<file path="config.mk">
export PLATFORM = sky130hd
export DESIGN_NAME = scan_addr_gen
export DESIGN_NICKNAME = d
export VERILOG_FILES = /design/src/rtl/scan_addr_gen.sv
export SDC_FILE = /design/constraint.sdc
export NUM_CORES = 1
export LEC_CHECK = 0
export CORE_MARGIN = 3
export CORE_UTILIZATION = 30
export CTS_CLUSTER_SIZE = 30
export DETAILED_ROUTE_END_ITERATION = 8
export PLACE_DENSITY = 0.62
export SLEW_MARGIN = 20
export SYNTH_ARGS = -nofsm -noshare
export SYNTH_HDL_FRONTEND = slang
export SYNTH_SLANG_ARGS = --single-unit
</file>
<file path="constraint.sdc">
create_clock -name clk -period 2.1 [get_ports clk]
set_clock_uncertainty 0.15 [all_clocks]
set_input_delay 0.525 -clock clk [delete_from_list [all_inputs] [get_ports clk]]
set_output_delay 0.525 -clock clk [all_outputs]
set_load 0.01 [all_outputs]
</file>
<file path="src/rtl/scan_addr_gen.sv">
// Column / scan-row / bit-plane address generator for chained HUB75 panels.
// Shifts one column per step, then waits for the display side to acknowledge the line.
module scan_addr_gen #(
  parameter int NUM_PANELS = 1,
  parameter int PANEL_COLS = 32,
  parameter int SCAN_ROWS  = 8,
  parameter int PLANES     = 8,
  localparam int MAXCOL    = NUM_PANELS * PANEL_COLS - 1,
  localparam int COL_W     = ($clog2(MAXCOL + 1) > 1) ? $clog2(MAXCOL + 1) : 1,
  localparam int ROW_W     = ($clog2(SCAN_ROWS) > 1) ? $clog2(SCAN_ROWS) : 1,
  localparam int PL_W      = ($clog2(PLANES) > 1) ? $clog2(PLANES) : 1
) (
  input  logic             clk,
  input  logic             rst,
  input  logic             clr,
  input  logic             step,
  input  logic             dir,
  input  logic             line_ack,
  output logic [COL_W-1:0] col,
  output logic [ROW_W-1:0] row,
  output logic [PL_W-1:0]  plane,
  output logic             col_last,
  output logic             line_done,
  output logic             frame_done,
  output logic             waiting
);

  typedef enum logic [0:0] {SHIFT = 1'b0, WAIT = 1'b1} state_t;

  localparam logic [COL_W-1:0] COL_MAX  = COL_W'(MAXCOL);
  localparam logic [ROW_W-1:0] ROW_LAST = ROW_W'(SCAN_ROWS - 1);
  localparam logic [PL_W-1:0]  PL_LAST  = PL_W'(PLANES - 1);

  state_t           state_r, state_s;
  logic [COL_W-1:0] col_r, col_s;
  logic [ROW_W-1:0] row_r, row_s;
  logic [PL_W-1:0]  plane_r, plane_s;
  logic             dir_r, dir_s;
  logic             line_done_r, line_done_s;
  logic             frame_done_r, frame_done_s;
  logic             col_last_s;

  // End of line depends on the direction latched at line start, not the live dir input.
  assign col_last_s = (!dir_r && (col_r == COL_MAX)) || (dir_r && (col_r == {COL_W{1'b0}}));

  // Next-state and next-counter logic; clr behaves exactly like reset.
  always_comb begin
    state_s      = state_r;
    col_s        = col_r;
    row_s        = row_r;
    plane_s      = plane_r;
    dir_s        = dir_r;
    line_done_s  = 1'b0;
    frame_done_s = 1'b0;
    if (clr) begin
      state_s = SHIFT;
      dir_s   = dir;
      col_s   = dir ? COL_MAX : {COL_W{1'b0}};
      row_s   = {ROW_W{1'b0}};
      plane_s = {PL_W{1'b0}};
    end else begin
      case (state_r)
        SHIFT: begin
          if (step) begin
            if (col_last_s) begin
              state_s      = WAIT;
              line_done_s  = 1'b1;
              frame_done_s = (row_r == ROW_LAST) && (plane_r == PL_LAST);
            end else if (dir_r) begin
              col_s = col_r - COL_W'(1);
            end else begin
              col_s = col_r + COL_W'(1);
            end
          end else begin
            state_s = SHIFT;
          end
        end
        WAIT: begin
          if (line_ack) begin
            state_s = SHIFT;
            dir_s   = dir;
            col_s   = dir ? COL_MAX : {COL_W{1'b0}};
            if (row_r == ROW_LAST) begin
              row_s   = {ROW_W{1'b0}};
              plane_s = (plane_r == PL_LAST) ? {PL_W{1'b0}} : plane_r + PL_W'(1);
            end else begin
              row_s = row_r + ROW_W'(1);
            end
          end else begin
            state_s = WAIT;
          end
        end
        default: begin
          state_s = SHIFT;
        end
      endcase
    end
  end

  // State and counter registers with synchronous active-low reset.
  always_ff @(posedge clk) begin
    if (!rst) begin
      state_r      <= SHIFT;
      dir_r        <= dir;
      col_r        <= dir ? COL_MAX : {COL_W{1'b0}};
      row_r        <= {ROW_W{1'b0}};
      plane_r      <= {PL_W{1'b0}};
      line_done_r  <= 1'b0;
      frame_done_r <= 1'b0;
    end else begin
      state_r      <= state_s;
      dir_r        <= dir_s;
      col_r        <= col_s;
      row_r        <= row_s;
      plane_r      <= plane_s;
      line_done_r  <= line_done_s;
      frame_done_r <= frame_done_s;
    end
  end

  assign col        = col_r;
  assign row        = row_r;
  assign plane      = plane_r;
  assign col_last   = col_last_s;
  assign line_done  = line_done_r;
  assign frame_done = frame_done_r;
  assign waiting    = (state_r == WAIT);

endmodule

</file>
==> out/metrics.yaml <==
sta:
  finalSetupViolCount: 1
  final-hold-violation-count: 0
  layout_min_cycle_time_ns: 2.27
  setup_ws_ns: -0.167
  rsz0062_at_grt: "true"
  fmax_ghz: 0.441
  finalMaxSlewViolations: 0
  fin_crit_sh_pct: 108
  max-slew-margin-rel_pct: 78.9
  final.setup.tns_ns: -0.167
  tightestPinTransition_ns: 0.315
drt:
  wirelength_mm: 1.75
  drt_iter0_drc: 10
  antenna_left: 0
  drc: 0
  drt-wirelength-per-cell_um: 12.1
  num_vias: 695
  first_pass_iters: 4
  viasPerCell: 4.83
global_routing:
  grtUsageTotal_pct: 11.4
  grt_overflow: 0
  grt_antenna_before_repair: 0
  grt_pass1_wl_mm: 2.96
  grt_pass1_vias: 687
  grt_start_max_net_pins: 9
worst_hold_path:
  hold_path_depth: 2
  hp-start: "plane[1]"
  hold_end: "plane[1]"
  hold_path_class: "register to register"
clock_tree:
  clkSinkCount: 15
  numCtsBuffers: 3
  clock_latency_ns: 0.28
  h-tree-depth: 1
  cts.clk_slew.worst_paths_ns: 0.09
  cts_hold_buf: 0
  cts_buffer_depth: 2
  cts_tree: "built"
  cts_root_buf: "clkbuf_4"
setup_path:
  slowest_delay_ns: 0.54
  rr_startpoint: "col[2]"
  r2r-end: "col[0]"
  arrival_ns: 1.59
  crit_chain: "or4_1 -> o22a_2 -> inv_1 -> buf_2"
  cp_slowest_cell: "or4_1"
  reg2regPathDepth: 4
  cp_max_fo: 2
  cp-end-kind: "output port"
  start_kind: "register"
  cp_data_required_time_ns: 1.42
  critPathKind: "register to output port"
  r2r_slack_ns: 0.18
logic_synthesis:
  ys_ff_latch: 15
  synth_commonest_cells: "nand2_1, dfxtp_1, a21oi_1, ha_1, nand3_1"
  synth_area_leaders: "dfxtp_1, edfxtp_1, ha_1"
  synth.avg_cell_area_um2: 9.99
  async_flop_share_pct: 0
  syn-num-nets: 93
  synth.cell_area_um2: 790
  yosysUniqueCellTypes: 27
  synth_top_area_share_pct: 22.8
  yosysMostFrequentCell: "nand2_1"
  netlist_instances: 79
  yosys_most_used_dff: "dfxtp_1"
  netlist.top_cell.by_area: "dfxtp_1"
  yosys_warnings: 0
  synth_edf_count: 6
  yosysSeqAreaShare_pct: 45.6
run_status:
  outcome: "complete, but fails checks"
  failed_checks: "negative setup slack"
pwr:
  power_switching_w: 0.000167
  seq_power_share_pct: 50.2
  ir_drop_uv: 307
  power_frac_comb_pct: 25.8
  clkPwrFrac_pct: 24.0
  switching_share_pct: 25.7
  internal-power_w: 0.000484
  power_leakage_nw: 0.468
  power_density_nw_per_um2: 569
cells_and_area:
  drive_above_1_share_pct: 17.2
  fin_nets: 131
  design_area_um2: 1140
  antennaDiodeCount: 0
  final_util_pct: 48.4
  syn2layout_area_growth_pct: 44.8
placement:
  dpl-instance-area_um2: 1120
  dp_hpwl_mm: 1.45
  globalplace.congestion: 0.765
  portBuffers: 20
floorplan:
  die_w_um: 57.3
  start_util_pct: 33.4
  io_pins: 21
  core_um2: 2360
  dieArea_um2: 3280
  num_rows: 17
  die_h_um: 57.3
flow_run:
  cap_violations: 0
[cells by family (layout without fill, tap and decap cells)]
group | Yosys count | count (layout) | share of synthesized area [%]
compound gates | 14 | 14 | 11.3
buf+inv | 2 | 39 | 0.951
mux | 2 | 2 | 2.54
fa+ha+maj | 8 | 8 | 13.6
flops | 15 | 15 | 45.6
simple gates | 36 | 36 | 23.8
xor+xnor | 2 | 2 | 2.22
[metal layers]
layer	GRT usage, %	share of wire (%)	vias up
li1	-	-	364
met5	0	0	-
met2	18.4	47	19
met3	2.71	5.4	4
met1	14.7	47	308
met4	4.30	1.2	0
[flip-flops by register name (all words and copies together), names as in the netlist]
register,flops
plane,3
frame_done,1
col,5
line_done,1
dir_r,1
waiting,1
row,3
[critical path, delay by kind of cell, from the launching register on]
family / cells / cell delay [ns]
compound gates: 1 / 0.22
buf+inv: 2 / 0.17
flops: 1 / 0.39
simple gates: 1 / 0.54
[final cells by class]
type                       count  area (um2)
timing repair buffer          33         293
inverter                       2        7.51
multi-input combinational     62         422
tap                           28        35.0
sequential                    15         360
fill                         233        1220
clock buffer                   4        26.3
[placed cells by master (no fill, tap or decap), types with 2 or more instances in the layout]
cell and n:
clkdlybuf4s50_1 19, buf_4 13, nand2_1 11, dfxtp_1 9
a21oi_1 7, nand3_1 7, ha_1 7, edfxtp_1 6
nor2_1 5, nand2b_1 3, clkbuf_4 3, nand4_1 2
inv_1 2, nor2b_1 2, a21o_1 2, mux2i_1 2
[repair_timing]
| item | in CTS | in global routing |
|---|---|---|
| pin swaps | 2 | 0 |
| setup buffers | 0 | 0 |
| resized for setup | 4 | 0 |
| setup endpoints to repair | 1 | 1 |
| endpoints found under the hold margin | 0 | 0 |
[metrics by stage]
step	instances	power [W]	hold slack (ns)	worst slack [ns]
2_1_floorplan	79	0.000418	0.341	0.0619
3_3_place_gp	140	0.000499	0.313	-0.254
3_5_place_dp	140	0.000504	0.322	-0.313
4_1_cts	144	0.000660	0.335	-0.190
5_1_grt	144	0.000694	0.361	-0.221
6_report	144	0.000651	0.331	-0.167
[how the worst max path moves through the flow]
stage	endpoint	cells after the start	from	slack, ns
after floorplan	col_last	3	col[0]	0.06
after global placement	col_last	4	col[0]	-0.25
after detailed placement	col_last	4	col[0]	-0.31
after CTS	col_last	4	col[2]	-0.19
after global routing	col_last	4	col[2]	-0.22
final	col_last	4	col[2]	-0.17
[power by group through the flow]
stage                     sequential, W  clock [W]  combinational, W
after floorplan                0.000350          0         0.0000683
after global placement         0.000333          0          0.000166
after detailed placement       0.000334          0          0.000170
after CTS                      0.000327   0.000162          0.000170
after global routing           0.000329   0.000175          0.000190
final                          0.000327   0.000156          0.000168
Note: power is estimated with default switching activity, not from simulation.
